==> src/rtl/button_debounce_if.sv <==
// Push-button conditioning bus.
//   button_in     : raw, asynchronous, bouncing, active-high push-button
//   button_level  : debounced level
//   press_pulse   : one-cycle pulse per accepted press
//   release_pulse : one-cycle pulse per accepted release
//   nxt_pulse     : press pulse OR auto-repeat pulse (display "advance message")
// master drives the button and observes the outputs; slave is the debouncer.
interface button_debounce_if;
  logic button_in;
  logic button_level;
  logic press_pulse;
  logic release_pulse;
  logic nxt_pulse;

  modport master (output button_in,
                  input  button_level, press_pulse, release_pulse, nxt_pulse);
  modport slave  (input  button_in,
                  output button_level, press_pulse, release_pulse, nxt_pulse);
endinterface

==> src/rtl/button_debounce.sv <==
// Conditions a raw bouncing push-button: 2-FF synchroniser, debounce FSM,
// registered press/release pulses, debounced level and optional hold-to-repeat.
// Ports:
//   fpga_clk : system clock, rising edge
//   reset    : synchronous, active-high, highest priority
//   bus      : button_debounce_if.slave (button_in in; level/pulses out)
module button_debounce #(
  parameter int DEBOUNCE_CYCLES = 500000,
  parameter int REPEAT_EN       = 1,
  parameter int REPEAT_DELAY    = 25000000,
  parameter int REPEAT_PERIOD   = 10000000,
  parameter int CNT_W           = 25
) (
  input  logic               fpga_clk,
  input  logic               reset,
  button_debounce_if.slave   bus
);

  typedef enum logic [1:0] {IDLE, PRESS_WAIT, HELD, RELEASE_WAIT} state_e;

  localparam logic [CNT_W-1:0] DB_MAX     = CNT_W'(DEBOUNCE_CYCLES);
  // Repeat counter counts HELD edges from 0; the pulse fires on the edge where
  // it would reach the interval, so compare against interval-1.
  localparam logic [CNT_W-1:0] REP_DLY_M1 = CNT_W'(REPEAT_DELAY - 1);
  localparam logic [CNT_W-1:0] REP_PER_M1 = CNT_W'(REPEAT_PERIOD - 1);

  logic             sync1_q, sync2_q;
  state_e           state_q, state_d;
  logic [CNT_W-1:0] db_cnt_q, db_cnt_d;
  logic [CNT_W-1:0] rep_cnt_q, rep_cnt_d;
  logic             rep_first_q, rep_first_d;  // still waiting for first repeat of this hold
  logic             level_q, level_d;
  logic             press_q, press_d;
  logic             release_q, release_d;
  logic             nxt_q, nxt_d;
  logic             rep_hit;

  // State register, counters, synchroniser and registered outputs
  always_ff @(posedge fpga_clk) begin
    if (reset) begin
      sync1_q     <= 1'b0;
      sync2_q     <= 1'b0;
      state_q     <= IDLE;
      db_cnt_q    <= '0;
      rep_cnt_q   <= '0;
      rep_first_q <= 1'b0;
      level_q     <= 1'b0;
      press_q     <= 1'b0;
      release_q   <= 1'b0;
      nxt_q       <= 1'b0;
    end else begin
      sync1_q     <= bus.button_in;
      sync2_q     <= sync1_q;
      state_q     <= state_d;
      db_cnt_q    <= db_cnt_d;
      rep_cnt_q   <= rep_cnt_d;
      rep_first_q <= rep_first_d;
      level_q     <= level_d;
      press_q     <= press_d;
      release_q   <= release_d;
      nxt_q       <= nxt_d;
    end
  end

  // Repeat fires only while held with the button still seen high; it can never
  // coincide with a press, which happens on the PRESS_WAIT->HELD edge.
  always_comb begin
    rep_hit = 1'b0;
    if (REPEAT_EN != 0 && state_q == HELD && sync2_q)
      rep_hit = (rep_cnt_q == (rep_first_q ? REP_DLY_M1 : REP_PER_M1));
  end

  // Next-state and counter logic
  always_comb begin
    state_d     = state_q;
    db_cnt_d    = db_cnt_q;
    rep_cnt_d   = rep_cnt_q;
    rep_first_d = rep_first_q;
    case (state_q)
      IDLE: begin
        if (sync2_q) begin
          state_d  = PRESS_WAIT;
          db_cnt_d = CNT_W'(1);
        end else begin
          db_cnt_d = '0;
        end
      end
      PRESS_WAIT: begin
        if (!sync2_q) begin
          state_d  = IDLE;
          db_cnt_d = '0;
        end else if (db_cnt_q == DB_MAX) begin
          state_d     = HELD;
          db_cnt_d    = '0;
          rep_cnt_d   = '0;
          rep_first_d = 1'b1;
        end else begin
          db_cnt_d = db_cnt_q + CNT_W'(1);
        end
      end
      HELD: begin
        if (!sync2_q) begin
          state_d  = RELEASE_WAIT;
          db_cnt_d = CNT_W'(1);
        end else if (REPEAT_EN != 0) begin
          if (rep_hit) begin
            rep_cnt_d   = '0;
            rep_first_d = 1'b0;
          end else begin
            rep_cnt_d = rep_cnt_q + CNT_W'(1);
          end
        end
      end
      RELEASE_WAIT: begin
        // Repeat counter is left untouched so a bounce resumes the hold timing.
        if (sync2_q) begin
          state_d  = HELD;
          db_cnt_d = '0;
        end else if (db_cnt_q == DB_MAX) begin
          state_d  = IDLE;
          db_cnt_d = '0;
        end else begin
          db_cnt_d = db_cnt_q + CNT_W'(1);
        end
      end
      default: begin
        state_d  = IDLE;
        db_cnt_d = '0;
      end
    endcase
  end

  // Output logic (registered next cycle)
  always_comb begin
    press_d   = (state_q == PRESS_WAIT) && sync2_q && (db_cnt_q == DB_MAX);
    release_d = (state_q == RELEASE_WAIT) && !sync2_q && (db_cnt_q == DB_MAX);
    level_d   = (state_d == HELD) || (state_d == RELEASE_WAIT);
    nxt_d     = press_d | rep_hit;
  end

  assign bus.button_level  = level_q;
  assign bus.press_pulse   = press_q;
  assign bus.release_pulse = release_q;
  assign bus.nxt_pulse     = nxt_q;

endmodule

==> src/flat_wrapper.sv <==
// flat-port wrapper written by rule: the top's interface ports become plain ports
module button_debounce_flat 
#(
  parameter int DEBOUNCE_CYCLES = 500000,
  parameter int REPEAT_EN       = 1,
  parameter int REPEAT_DELAY    = 25000000,
  parameter int REPEAT_PERIOD   = 10000000,
  parameter int CNT_W           = 25
)
  (fpga_clk, reset, bus_button_in, bus_button_level, bus_press_pulse, bus_release_pulse, bus_nxt_pulse);
  button_debounce_if bus_i ();
  input  logic fpga_clk;
  input  logic reset;
  input wire logic [$bits(bus_i.button_in)-1:0] bus_button_in;
  output wire logic [$bits(bus_i.button_level)-1:0] bus_button_level;
  output wire logic [$bits(bus_i.press_pulse)-1:0] bus_press_pulse;
  output wire logic [$bits(bus_i.release_pulse)-1:0] bus_release_pulse;
  output wire logic [$bits(bus_i.nxt_pulse)-1:0] bus_nxt_pulse;
  assign bus_i.button_in = bus_button_in;
  assign bus_button_level = bus_i.button_level;
  assign bus_press_pulse = bus_i.press_pulse;
  assign bus_release_pulse = bus_i.release_pulse;
  assign bus_nxt_pulse = bus_i.nxt_pulse;
  button_debounce #(.DEBOUNCE_CYCLES(DEBOUNCE_CYCLES), .REPEAT_EN(REPEAT_EN), .REPEAT_DELAY(REPEAT_DELAY), .REPEAT_PERIOD(REPEAT_PERIOD), .CNT_W(CNT_W)) u_core (.fpga_clk(fpga_clk), .reset(reset), .bus(bus_i));
endmodule
==> config.mk <==
export PLATFORM = sky130hd
export DESIGN_NAME = button_debounce_flat
export DESIGN_NICKNAME = d
export VERILOG_FILES = /design/src/rtl/button_debounce_if.sv /design/src/rtl/button_debounce.sv /design/src/flat_wrapper.sv
export SDC_FILE = /design/constraint.sdc
export NUM_CORES = 1
export LEC_CHECK = 0
export CAP_MARGIN = 20
export CORE_ASPECT_RATIO = 1.2
export CORE_MARGIN = 2
export CORE_UTILIZATION = 62
export DETAILED_ROUTE_END_ITERATION = 16
export GPL_ROUTABILITY_DRIVEN = 0
export GPL_TIMING_DRIVEN = 0
export PLACE_DENSITY = 0.8
export SYNTH_ARGS = -nofsm -noshare
export SYNTH_HDL_FRONTEND = slang
export SYNTH_SLANG_ARGS = --single-unit
==> constraint.sdc <==
create_clock -name fpga_clk -period 2.6 [get_ports fpga_clk]
set_input_delay 0.52 -clock fpga_clk [delete_from_list [all_inputs] [get_ports fpga_clk]]
set_output_delay 0.52 -clock fpga_clk [all_outputs]
set_load 0.03 [all_outputs]
# Word-level counts from Yosys, hierarchy flattened
# Index checks and enable logic that the tools add are counted.
# W data, S select, Z words.
classes:
  n_reduce_logical: 11
  n_mux: 25
  eq_ne: 12
  n_bitwise: 1
  n_addsub: 2
ops:
  columns: ["operator", "n"]
  rows:
  - ["$mux W25", 9]
  - ["$pmux W25 S4", 1]
  - ["$add A25 B1 Y25 const B", 2]
  - ["$pmux W25 S2", 1]
  - ["$eq A25 B19 Y1 const B", 1]
  - ["$eq A25 B25 Y1", 1]
  - ["$mux W2", 6]
  - ["$eq A2 B2 Y1 const B", 4]
  - ["$ne A2 B1 Y1 const B", 4]
  - ["$pmux W2 S4", 1]
  - ["$mux W1", 6]
  - ["$logic_and A1 B1 Y1", 5]
  - ["$reduce_and A5 Y1", 1]
  - ["$reduce_and A4 Y1", 1]
  - ["$eq A2 B1 Y1 const B", 1]
  - ["$logic_not A2 Y1", 1]
  - ["$ne A2 B2 Y1 const B", 1]
  - ["$pmux W1 S2", 1]
  - ["$reduce_bool A2 Y1", 1]
  - ["$logic_not A1 Y1", 1]
  - ["$logic_or A1 B1 Y1", 1]
  - ["$or A1 B1 Y1", 1]
totals:
  ff_bits: 59
  output_inout_bits: 4

# Longest topological paths before layout
# Gate-level depths: netlist of the first run.
depth:
  depth_word: 6
  depth_mapped: 10
  ltp_nobuf: 7

# Worst setup path after synthesis of the first run
# No wires, ideal clock.
synth_path:
  kind: "reg2reg"
  start: "register u_core.state_q[0]"
  end: "register u_core.db_cnt_q[20]"
  setup_time_ns: 0.117
  path_stages_with_launch: 11
  path_slack_ns: 0.334
  arrival_time_ns: 2.149
  path_buffers: 3
  path_cell_list: "dfxtp_1 > inv_1 > ha_1 > buf_2 > and2_1 > buf_2 > or4b_1 > clkbuf_1 > nor4_1 > xnor2_1 > nor2_1"
synth_via:
  elab_chain_len: 2
  elab_cells_between_ends: 6
synth_rtl:
  columns: ["item", "line_no", "text"]
  rows:
  - ["start, declared", "button_debounce.sv:28", "state_e state_q, state_d;"]
  - ["start signal, assigned", "button_debounce.sv:54", "state_q <= state_d;"]
  - ["$eq A2 B2 Y1 (tied with other cells)", "button_debounce.sv:79", "case (state_q)"]
  - ["$pmux W25 S4 / $ne A2 B2 Y1 (equally long branches)", null, null]
  - ["end signal, assigned", "button_debounce.sv:55", "db_cnt_q <= db_cnt_d;"]
  - ["end, declared", "button_debounce.sv:29", "logic [CNT_W-1:0] db_cnt_q, db_cnt_d;"]
# Parallel ways exist; a longest one is shown, timed or not.
# A chain may end at the register's enable or synchronous reset.

# Final worst setup path of the first run
layout_path:
  start: "register u_core.state_q[0]"
  end: "register u_core.rep_cnt_q[24]"
layout_via:
  elab_chain_len: 6
  elab_cells_between_ends: 12
layout_rtl:
  columns: ["item", "line_no", "text"]
  rows:
  - ["$eq A2 B2 Y1", "button_debounce.sv:69, button_debounce.sv:79", null]
  - ["$logic_and A1 B1 Y1", "button_debounce.sv:69", "if (REPEAT_EN != 0 && state_q == HELD && sync2_q)"]
  - ["$mux W1", "button_debounce.sv:69", null]
  - ["$mux W25", "button_debounce.sv:106", "if (rep_hit) begin"]
  - ["$mux W25", "button_debounce.sv:102", "if (!sync2_q) begin"]
  - ["$pmux W25 S2", "button_debounce.sv:79", null]
  - ["end signal, assigned", "button_debounce.sv:56", "rep_cnt_q <= rep_cnt_d;"]
  - ["end, declared", "button_debounce.sv:30", "logic [CNT_W-1:0] rep_cnt_q, rep_cnt_d;"]
# Parallel ways exist; a longest one is shown, timed or not. The select of a mux whose other input is x is not followed.

==> flow_summary_export.csv, run 1 <==
group,metric,value,unit
drt,route.met2.wl,4380,microns
drt,vias_per_cell,6.76,
clock_network,path_clk_slew,0.07,ns
drt,wl_per_cell,17.7,microns
grt,grt_antenna_before_repair,0,
logic_synthesis,syn_area,3290,sq um
die,dieArea,5910,sq um
finish,fill_cells,425,
logic_synthesis,synth_compound_area_share,17.0,%
timing,period_share,97.0,%
power,power,2.43,mW
drt,wl_met1,3490,microns
timing,finalHoldViolCount,0,
clock_network,root_buffer,"clkbuf_8",
logic_synthesis,synthMuxAreaShare,1.22,%
drt,drt-initial-drc-count,389,
finish,area_growth,12.4,%
clock_network,hold_buffers,0,
die,start_util,63.4,%
timing,finalSetupViolations,0,
timing,fmax,0.397,GHz
flow_run,drv_cap,0,
timing,fin_worst_hold_slack,0.474,ns
clock_network,cts_setup_buffers,0,
clock_network,cts_tree,"built",
power,vdd_drop_max,0.000686,V
logic_synthesis,ys_warn_count,0,
timing,rsz0062_at_grt,"yes",
die,core_region_area,5190,sq um
drt,route.met3.wl,492,microns
critical_path,reg2reg_to,"u_core.rep_cnt_q[24]",
critical_path,cp-endpoint,"u_core.rep_cnt_q[24]",
die,dieHeight,83.8,microns
critical_path,critPathLaunch,"u_core.state_q[0]",
critical_path,criticalPathCategory,"reg -> reg",
power,pwr-share-clk,42.6,%
critical_path,arrival,2.74,ns
logic_synthesis,syn_area_per_cell,8.11,sq um
drt,highest_layer,"met4",
timing,slew_viol_final,0,
logic_synthesis,synth_top_cell_by_area,"dfxtp_1",
power,p_leak,1.08,nW
logic_synthesis,yosys.area_share.simple,33.6,%
critical_path,cp-start-kind,"flip-flop",
timing,worst_pin_slew,0.717,ns
power,p_sw,0.696,mW
min_path,hold_class,"reg -> reg",
grt,grt_max_degree,11,
drt,wl,8640,microns
clock_network,clock_sinks,59,
finish,layout_commonest_cell,"dfxtp_1",
finish,reg_top3,"u_core.db_cnt_q x25, u_core.rep_cnt_q x25, u_core.state_q x2",
placement,dp_hpwl,5760,microns
grt,grt_overflow,0,
power,internal_power,1.73,mW
power,switching_share,28.6,%
die,fp.dieW,70.5,microns
critical_path,r2r_cells,9,
finish,mostFrequentLayoutCells,"dfxtp_1 (59), nand2_1 (34), nor2_1 (32), nand3_1 (29), nand4_1 (23)",
power,powerDensity,657,nW/um^2
logic_synthesis,synth_edf_count,0,
timing,fin_crit,2.52,ns
finish,nNetsFinal,431,
logic_synthesis,ys.flop_type,"dfxtp_1",
logic_synthesis,synthDominantCellAreaShare,35.9,%
run_status,status,"finished clean",
critical_path,r2r_start,"u_core.state_q[0]",
grt,grt_pass1_wl,14200,microns
finish,fin_util,71.3,%
placement,io_buffer_count,6,
drt,via_count,3299,
power,pwr-share-comb,17.1,%
logic_synthesis,synth_fp_nets,416,
die,pin_count,7,
logic_synthesis,synth_seq_cells,59,
drt,ant_nets,0,
logic_synthesis,synth-xor-area-share,4.52,%
grt,grt_pass1_vias,2990,
logic_synthesis,synthAdderAreaFrac,2.66,%
logic_synthesis,yosysUniqueCellTypes,58,
drt,dr.pass1.iters,6,
clock_network,clock_path_buffers,2,
grt,track_usage,30.1,%
critical_path,crit_path_end_kind,"flip-flop",
clock_network,worstSkewPairLatency,0.35,ns
critical_path,path_max_fanout,10,
power,seq_power_share,40.4,%
logic_synthesis,synth_top_family_by_area,"simple AND/OR/NAND/NOR gates",
die,rows,29,
timing,totalNegativeSetupSlack,0,ns
clock_network,cts_max_level,3,
critical_path,critPathRequiredTime,2.82,ns
finish,antenna_cells,0,
timing,slew_headroom,51.8,%
logic_synthesis,seq_area_frac_synth,35.9,%
logic_synthesis,ys_async_sr_fraction,0,%
critical_path,r2r_setup_slack,0.08,ns
timing,fin_worst_skew,0.0130,ns
drt,post-route-drc-count,0,
finish,drive_gt1_share,9.62,%
clock_network,cts_buffers,9,
logic_synthesis,syn_inst,406,
min_path,worstHoldStart,"u_core.sync1_q",
logic_synthesis,synthTopCellsByArea,"dfxtp_1 (36%), nand3_1 (4.6%), nand4_1 (4.4%)",
cells by family (layout without fill, tap and decap cells):
group | Yosys count | count (layout)
AOI/OAI and AO/OA | 83 | 83
muxes | 4 | 4
adders and majority gates | 7 | 7
buffers and inverters | 42 | 62
xor gates and xnor gates | 17 | 17
and+or+nand+nor | 194 | 194
DFF | 59 | 59
synthesized netlist by cell type, drive strengths merged, types with 4 or more instances:
cell	count
a31oi	13
nand2b	4
ha	7
nand3	30
nor2	33
or3	9
o31ai	8
nor4b	6
inv	18
or4	6
buf	8
nor2b	5
o22ai	5
nor3	10
a21oi	23
xor2	10
nor4	5
xnor2	7
dfxtp	59
o21ai	10
or4b	5
nand4	23
and3	8
mux2i	4
clkbuf	16
nand2	34
critical path, cell delays in order (launching register included):
cell       delay [ns]
dfxtp_1          0.33
inv_1            0.11
ha_1             0.15
buf_2            0.21
nand2_1          0.22
a2111oi_2        0.42
o2111ai_1        0.27
buf_2            0.28
a21oi_4          0.33
a21oi_1          0.08
area by class of cell:
cell class	count	area, sq um	area share [%]
Sequential cell	59	1180	31.9
Timing Repair Buffer	6	60.1	1.62
Clock buffer	11	141	3.82
Buffer	22	92.6	2.50
Multi-Input combinational cell	305	1980	53.5
Tap cell	62	77.6	2.10
Inverter	18	67.6	1.83
Clock inverter	5	100	2.71
how the worst min path moves through the flow:
stage                     end  slack, ns  cells after the start
4_1_cts        u_core.sync2_q       0.47                      1
2_1_floorplan  u_core.sync2_q       0.41                      1
3_3_place_gp   u_core.sync2_q       0.42                      1
3_5_place_dp   u_core.sync2_q       0.46                      1
6_report       u_core.sync2_q       0.47                      1
5_1_grt        u_core.sync2_q       0.49                      1
metal layers:
| layer | vias to the layer above | global-route usage [%] |
|---|---|---|
| li1 | 1542 | - |
| met5 | - | 0 |
| met2 | 151 | 49.2 |
| met4 | 0 | 13.6 |
| met3 | 35 | 6.16 |
| met1 | 1571 | 37.8 |
what timing repair did:
item | in CTS | in global routing
hold endpoints to repair | 0 | 0
setup endpoints to repair | 0 | 35
resized for setup | 0 | 8
power by group through the flow:
stage | clock [mW] | sequential, mW | combinational (mW)
after floorplan | 0 | 1.00 | 0.279
after global placement | 0 | 0.993 | 0.387
after detailed placement | 0 | 0.994 | 0.397
after CTS | 1.04 | 0.974 | 0.404
after global routing | 1.08 | 0.982 | 0.452
final | 1.03 | 0.981 | 0.415
metrics by stage:
step / cells / instance area (sq um) / setup slack (ns)
CTS: 490 / 3670 / 0.0583
global placement: 474 / 3430 / 0.131
global route: 488 / 3700 / -0.108
floorplan: 406 / 3290 / 0.334
detailed placement: 474 / 3430 / 0.106
finish: 488 / 3700 / 0.0791
No activity file was read; power rests on OpenSTA's default activity.
==> inputs of run 2 (changes only) <==
--- a/config.mk
+++ b/config.mk
@@ -13,6 +13,7 @@
 export GPL_ROUTABILITY_DRIVEN = 0
 export GPL_TIMING_DRIVEN = 0
 export PLACE_DENSITY = 0.8
+export RECOVER_POWER = 50
 export SYNTH_ARGS = -nofsm -noshare
 export SYNTH_HDL_FRONTEND = slang
 export SYNTH_SLANG_ARGS = --single-unit
==> run 2 against run 1 <==
Compared with the run above:
- clock power barely moved
- final cell count unchanged
- core utilization unchanged
- combinational power is 1% lower
- maximum frequency about the same
- total power shrank 0.25%
- cell area stayed put
- register-to-register slack hardly changed
- sequential power hardly changed
- clock skew about the same
- routed wire length hardly changed
- die area stayed put
- critical endpoint unchanged
==> flow_summary_export.csv, run 2 (same netlist as run 1, synthesis figures left out) <==
group,metric,value,unit
timing,finalHoldViolCount,0,
drt,via_count,3291,
grt,grt_pass1_wl,14200,microns
timing,rsz0062_at_grt,"yes",
timing,fin_worst_skew,0.0131,ns
timing,period_share,96.9,%
die,rows,29,
power,power,2.42,mW
critical_path,criticalPathCategory,"reg -> reg",
flow_run,drv_cap,0,
finish,layout.cells.non_filler,488,
die,dieHeight,83.8,microns
die,start_util,63.4,%
timing,worst_pin_slew,0.717,ns
timing,slew_viol_final,0,
timing,fmax,0.397,GHz
drt,drt-initial-drc-count,389,
clock_network,cts_max_level,3,
drt,wl_per_cell,17.7,microns
power,p_leak,1.09,nW
grt,grt_pass1_vias,2990,
grt,track_usage,30.1,%
die,pin_count,7,
critical_path,crit_path_end_kind,"flip-flop",
timing,slew_headroom,51.8,%
finish,antenna_cells,0,
placement,dp_cells,474,
finish,mostFrequentLayoutCells,"dfxtp_1 (59), nand2_1 (34), nor2_1 (32), nand3_1 (29), nand4_1 (23)",
power,powerDensity,655,nW/um^2
timing,finalSetupViolations,0,
timing,fin_crit,2.52,ns
finish,area_growth,12.4,%
die,core_region_area,5190,sq um
critical_path,arrival,2.74,ns
timing,totalNegativeSetupSlack,0,ns
die,dieArea,5910,sq um
placement,io_buffer_count,6,
min_path,hold_class,"reg -> reg",
clock_network,cts_tree,"built",
power,vdd_drop_max,0.000685,V
die,fp.dieW,70.5,microns
finish,drive_gt1_share,9.62,%
drt,wl,8630,microns
clock_network,cts_buffers,9,
clock_network,path_clk_slew,0.07,ns
finish,layout_commonest_cell,"dfxtp_1",
finish,reg_top3,"u_core.db_cnt_q x25, u_core.rep_cnt_q x25, u_core.state_q x2",
critical_path,critPathRequiredTime,2.82,ns
critical_path,path_max_fanout,10,
timing,fin_worst_hold_slack,0.474,ns
grt,grt_max_degree,11,
finish,nNetsFinal,431,
clock_network,clock_sinks,59,
clock_network,worstSkewPairLatency,0.35,ns
critical_path,cp-start-kind,"flip-flop",
drt,dr.pass1.iters,5,
placement,dp_hpwl,5760,microns
grt,grt_antenna_before_repair,0,
run_status,status,"finished clean",
clock_network,root_buffer,"clkbuf_8",
drt,vias_per_cell,6.74,
drt,post-route-drc-count,0,
drt,ant_nets,0,
grt,grt_overflow,0,
clock_network,clock_path_buffers,2,
run 2: through the flow:
step           cell area [sq um]  utilization (%)  setup WS (ns)
2_1_floorplan               3290                -          0.334
5_1_grt                     3700             71.3         -0.108
3_3_place_gp                3430             66.1          0.131
6_report                    3700             71.3         0.0816
4_1_cts                     3670             70.7         0.0583
3_5_place_dp                3430             66.1          0.106
run 2: critical path, stage by stage (launching register included):
cell and delay (ns):
dfxtp_1 0.33, inv_1 0.11, ha_1 0.15, buf_2 0.21, nand2_1 0.22, a2111oi_2 0.41
o2111ai_1 0.27, buf_2 0.28, a21oi_4 0.33, a21oi_1 0.08
run 2: timing repair:
action | in CTS | in global routing
hold endpoints to repair | 0 | 0
setup endpoints to repair | 0 | 35
resized for setup | 0 | 8
buffers inserted | 0 | 0
hold buffers | 0 | 0
run 2: worst paths after layout:
check | from | end | slack (ns) | cells after the start
min | u_core.sync1_q | u_core.sync2_q | 0.47 | 1
max reg2reg | u_core.state_q[0] | u_core.rep_cnt_q[24] | 0.08 | 9
min reg2reg | u_core.sync1_q | u_core.sync2_q | 0.47 | 1
max | u_core.state_q[0] | u_core.rep_cnt_q[24] | 0.08 | 9
run 2: area by class of cell:
type	count	area, sq um
fillers	425	1490
clock inverters	5	100
plain buffers	22	92.6
well taps	62	77.6
flip-flops and latches	59	1180
multi-input cells	305	1980
inverters	18	67.6
repair buffers	6	60.1
clock buffers	11	141
run 2: routing by layer:
layer / vias to the layer above / wire, microns / GRT usage [%]
met1: 1572 / 3500 / 37.8
li1: 1541 / - / -
met2: 142 / 4380 / 49.2
met3: 36 / 475 / 6.16
met4: 0 / 273 / 13.6
met5: - / 0 / 0
run 2: report_power, final:
group / switching, mW / internal (mW) / total, mW / leakage [nW]
logic: 0.277 / 0.134 / 0.411 / 0.495
clock network: 0.374 / 0.660 / 1.03 / 0.123
registers: 0.0418 / 0.938 / 0.980 / 0.476
==> inputs of run 3 (changes only) <==
--- a/config.mk
+++ b/config.mk
@@ -12,8 +12,9 @@
 export DETAILED_ROUTE_END_ITERATION = 16
 export GPL_ROUTABILITY_DRIVEN = 0
 export GPL_TIMING_DRIVEN = 0
-export PLACE_DENSITY = 0.8
+export PLACE_DENSITY = 0.82
 export RECOVER_POWER = 50
+export REMOVE_ABC_BUFFERS = 1
 export SYNTH_ARGS = -nofsm -noshare
 export SYNTH_HDL_FRONTEND = slang
 export SYNTH_SLANG_ARGS = --single-unit
==> run 3 against run 2 <==
Compared with the run above:
- clock-buffer cell count grew 2
- die area is the same
- cell area shrank 2.1%
- maximum frequency grew 2.2%
- core utilization shrank 1.5 points
- sequential share of layout area grew 0.68 points
- global-route usage shrank 2.9 points
- register-to-register slack gained 0.05 ns
- routed wire length shrank 8.9%
- final cell count shrank 3.9%
- largest power group is now sequential cells
==> flow_summary_export.csv, run 3 (same netlist as run 1, synthesis figures left out) <==
group,metric,value,unit
drt,post-route-drc-count,0,
die,dieArea,5910,sq um
finish,seq_area,1180,sq um
drt,vias_per_cell,6.63,
timing,period_share,94.8,%
clock_network,path_clk_slew,0.07,ns
die,start_util,63.4,%
finish,reg_top3,"u_core.db_cnt_q x25, u_core.rep_cnt_q x25, u_core.state_q x2",
die,pin_count,7,
timing,setup_ws,0.135,ns
die,rows,29,
timing,finalHoldViolCount,0,
critical_path,critPathLaunch,"u_core.state_q[0]",
finish,nNetsFinal,413,
critical_path,cp.depth,8,
placement,dpl_cell_area,3340,sq um
grt,grt_overflow,0,
critical_path,crit_path_end_kind,"flip-flop",
drt,dr.pass1.iters,5,
critical_path,crit_chain,"inv_1 -> ha_4 -> nand2_1 -> a2111oi_4 -> o2111ai_2 -> buf_4 -> and3_1 -> o311a_1",
critical_path,critPathTopFamily,"compound AO/OA/AOI/OAI gates",
power,switching_share,30.9,%
grt,grt_pass1_vias,2797,
critical_path,critPathRequiredTime,2.83,ns
placement,dp_slack,-0.694,ns
grt,grt_max_degree,24,
timing,totalNegativeSetupSlack,0,ns
critical_path,cp-start-kind,"flip-flop",
die,dieHeight,83.8,microns
flow_run,drv_cap,0,
critical_path,crit_slowest_cell,"a2111oi_4",
drt,via_count,3110,
power,pwr-share-clk,35.4,%
finish,layout_commonest_cell,"dfxtp_1",
finish,fin_util,69.8,%
finish,fill_cells,401,
finish,layout.cells.non_filler,469,
critical_path,r2r_cells,8,
finish,antenna_cells,0,
critical_path,arrival,2.70,ns
clock_network,clock_sinks,59,
power,powerDensity,599,nW/um^2
placement,dp_cells,450,
critical_path,max_stage_delay,0.51,ns
critical_path,criticalPathCategory,"reg -> reg",
power,internal_power,1.50,mW
power,p_leak,1.03,nW
timing,worst_pin_slew,1.04,ns
grt,grt_pass1_wl,12900,microns
timing,finalSetupViolations,0,
critical_path,path_max_fanout,19,
timing,fmax,0.406,GHz
timing,slew_viol_final,0,
die,core_region_area,5190,sq um
timing,fin_worst_skew,0.00755,ns
clock_network,root_buffer,"clkbuf_8",
finish,multi_input_area,2030,sq um
grt,track_usage,27.1,%
power,pwr-share-comb,19.1,%
min_path,hold_class,"reg -> reg",
clock_network,clock_path_buffers,2,
power,seq_power_share,45.4,%
power,power,2.17,mW
clock_network,cts_buffers,9,
finish,final_area,3620,sq um
drt,wl,7860,microns
drt,drt-initial-drc-count,294,
timing,fin_crit,2.46,ns
finish,mostFrequentLayoutCells,"dfxtp_1 (59), nand2_1 (34), nor2_1 (32), nand3_1 (29), nand4_1 (23)",
clock_network,cts_tree,"built",
placement,io_buffer_count,6,
grt,grt_antenna_before_repair,0,
critical_path,timing.critical_path.buf_inv,2,
timing,rsz0062_at_grt,"no",
power,p_sw,0.671,mW
run_status,status,"finished clean",
power,vdd_drop_max,0.000545,V
placement,dp_hpwl,5010,microns
die,fp.dieW,70.5,microns
min_path,worstHoldStart,"u_core.sync1_q",
critical_path,r2r_start,"u_core.state_q[0]",
finish,drive_gt1_share,9.34,%
timing,slew_headroom,30.8,%
timing,fin_worst_hold_slack,0.443,ns
drt,ant_nets,0,
drt,wl_per_cell,16.8,microns
clock_network,cts_max_level,3,
min_path,hold_depth,1,
clock_network,worstSkewPairLatency,0.34,ns
finish,area_growth,10.1,%
==> run 3: metal layers <==
metal	up-vias	GRT usage, %	routed length (microns)
met5	-	0	0
met4	0	11.4	243
met3	26	7.13	278
met2	68	45.7	4010
met1	1503	32.3	3330
li1	1513	-	-
==> run 3: worst reg2reg max path, cell delays in order, from the launching register on <==
cell and delay, ns:
dfxtp_1 0.33, inv_1 0.14, ha_4 0.30, nand2_1 0.25, a2111oi_4 0.52, o2111ai_2 0.16
buf_4 0.20, and3_1 0.18, o311a_1 0.28
==> run 3: worst paths after layout <==
kind | end | slack, ns
worst max-delay path | u_core.rep_cnt_q[13] | 0.14
worst min-delay path | u_core.sync2_q | 0.44
worst max register to register | u_core.rep_cnt_q[13] | 0.14
worst min register to register | u_core.sync2_q | 0.44
==> run 3: repair_timing <==
action,in CTS,in global routing
hold buffers,0,0
endpoints found under the setup margin,48,28
setup buffers,3,0
resized for setup,7,5
gates cloned,1,0
pin swaps,1,0
hold endpoints to repair,0,0
==> run 3: area by class of cell <==
| class | instances | area share [%] |
|---|---|---|
| clock buffer | 13 | 4.66 |
| clock inverter | 2 | 0.276 |
| inverter | 18 | 1.87 |
| multi-input combinational | 306 | 56.2 |
| sequential | 59 | 32.6 |
| tap | 62 | 2.14 |
| timing repair buffer | 9 | 2.28 |
==> run 3: power by group through the flow <==
stage	Clock (mW)	Combinational, mW	Sequential [mW]
floorplan	0	0.260	1.00
global placement	0	0.357	0.994
detailed placement	0	0.368	0.997
CTS	0.777	0.381	0.980
global route	0.812	0.449	0.989
finish	0.769	0.414	0.985
==> RTL change: new RTL, settings of run 2 <==
`CNT_W` is set to 25 in 2 places; all go to 33.
--- a/src/rtl/button_debounce.sv
+++ b/src/rtl/button_debounce.sv
@@ -11,3 +11,3 @@
   parameter int REPEAT_PERIOD   = 10000000,
-  parameter int CNT_W           = 25
+  parameter int CNT_W           = 33
 ) (
--- a/src/flat_wrapper.sv
+++ b/src/flat_wrapper.sv
@@ -7,3 +7,3 @@
   parameter int REPEAT_PERIOD   = 10000000,
-  parameter int CNT_W           = 25
+  parameter int CNT_W           = 33
 )
Formal check against the unedited RTL: same outputs for any inputs over 10 cycles, from zero or initial values and one cycle with reset high; that may be too few to reach the edited logic, so the function may still have changed.
==> RTL change against run 2 <==
Non-clock buffer count is 10 higher. Cell count up 29%. Clock power grew 16%. Wire length rose by 33%. Area after synthesis increased by 26%. Power is 25% higher. Count of clock-buffer cells in the layout is 1 lower. Design area is 29% higher. Sequential cell count rose by 16. Via count grew 30%. Die area rose by 25%. Synthesized cell count grew 27%. Setup slack got worse by 0.011 ns. Highest routed layer unchanged.
==> RTL change: results (changes against run 2) <==
| Metric | Value |
|---|---|
| Critical Path Start | u_core.db_cnt_q[2]$_SDFFE_PP0N_ |
| Worst Skew | 0.004948 ns (-0.008113 ns) |
| Combinational gate power | 622 uW (+51%) |
| FF-to-FF path depth | 6 (-3) |
| Pin count of the biggest net entering global routing | 14 (+3) |
| Max VDD drop | 413.6 uV (-40%) |
| Cell Count, Final, Fillers Out | 628 (+29%) |
| P_int | 2.113 mW (+22%) |
| Power per cell area | 639.4 nW/um2 (-2.4%) |
| Mux cell area share after synthesis | 0% (-1.2 points) |
| Clock power frac | 39.1% (-3.5 points) |
| Syn_area_per_cell | 8.042 um2 (-0.78%) |
| Arrival time at the worst endpoint | 2.80 ns (+0.06 ns) |
| DRT Pass-1 Iters | 10 (+5) |
| Area contributors post-synth | dfxtp_1 36%, xnor2_1 4.8%, nor2_1 4.5% |
| Register area share after synthesis | 36.11% (+0.22 points) |
| Max-Slew Margin vs Limit | 47.66% (-4.1 points) |
| M1 WL | 4.373 mm (+25%) |
| Synth Area in Compound Gates | 17.39% (+0.36 points) |
| Wire length of the first global-routing pass | 18.74 mm (+32%) |
| Clock buffers and inverters, area share | 5.577% (-0.95 points) |
| Metal2 WL | 5.905 mm (+35%) |
| DRT iter0 DRCs | 598 (+54%) |
| Sequential cell area share | 32.15% (+0.23 points) |
| Adder-cell share of the synthesized area | 2.107% (-0.56 points) |
| DR WL met3 | 660 um (+39%) |
| Layout fillers | 516 (+21%) |
| Count of non-CTS inverters in the layout | 22 (+4) |
| Non-clock buffers | 38 (+36%) |
| Status | complete, no violations |
| DP HPWL | 7.709 mm (+34%) |
| XOR/XNOR share of the synthesized area | 6.320% (+1.8 points) |
| Crit path to | u_core.db_cnt_q[30]$_SDFFE_PP0N_ |
| Row cnt | 32 (+10%) |
| Vias in the first global route | 4,042 (+35%) |
| Post-Syn Nets | 527 (+27%) |
RTL change: layer usage:
metal / track usage (%) / vias up
met3: 5.000 / 66
met4: 20.61 / 0
met1: 34.84 / 1996
met2: 58.26 / 223
met5: 0 / -
li1: - / 1998
RTL change: repair_timing:
action | CTS | global route
pin swaps | 1 | 5
setup buffers | 1 | 5
setup endpoints to repair | 56 | 60
gates resized for setup | 19 | 33
RTL change: per-stage QoR:
stage	worst slack [ns]	hold slack, ns	setup TNS (ns)
finish	0.07049	0.4487	0
detailed placement	-0.4492	0.4343	-9.123
CTS	0.0006268	0.4586	0
floorplan	0.1526	0.4138	0
global placement	-0.4052	0.4233	-6.148
global route	-0.008418	0.4718	-0.01508
RTL change: worst max-delay path, stage by stage, from the launching register on:
cell and delay (ns):
dfxtp_4 0.38, nand4_1 0.17, or4_4 0.52, buf_6 0.16, or4_4 0.51, or4b_1 0.52, a31oi_1 0.19
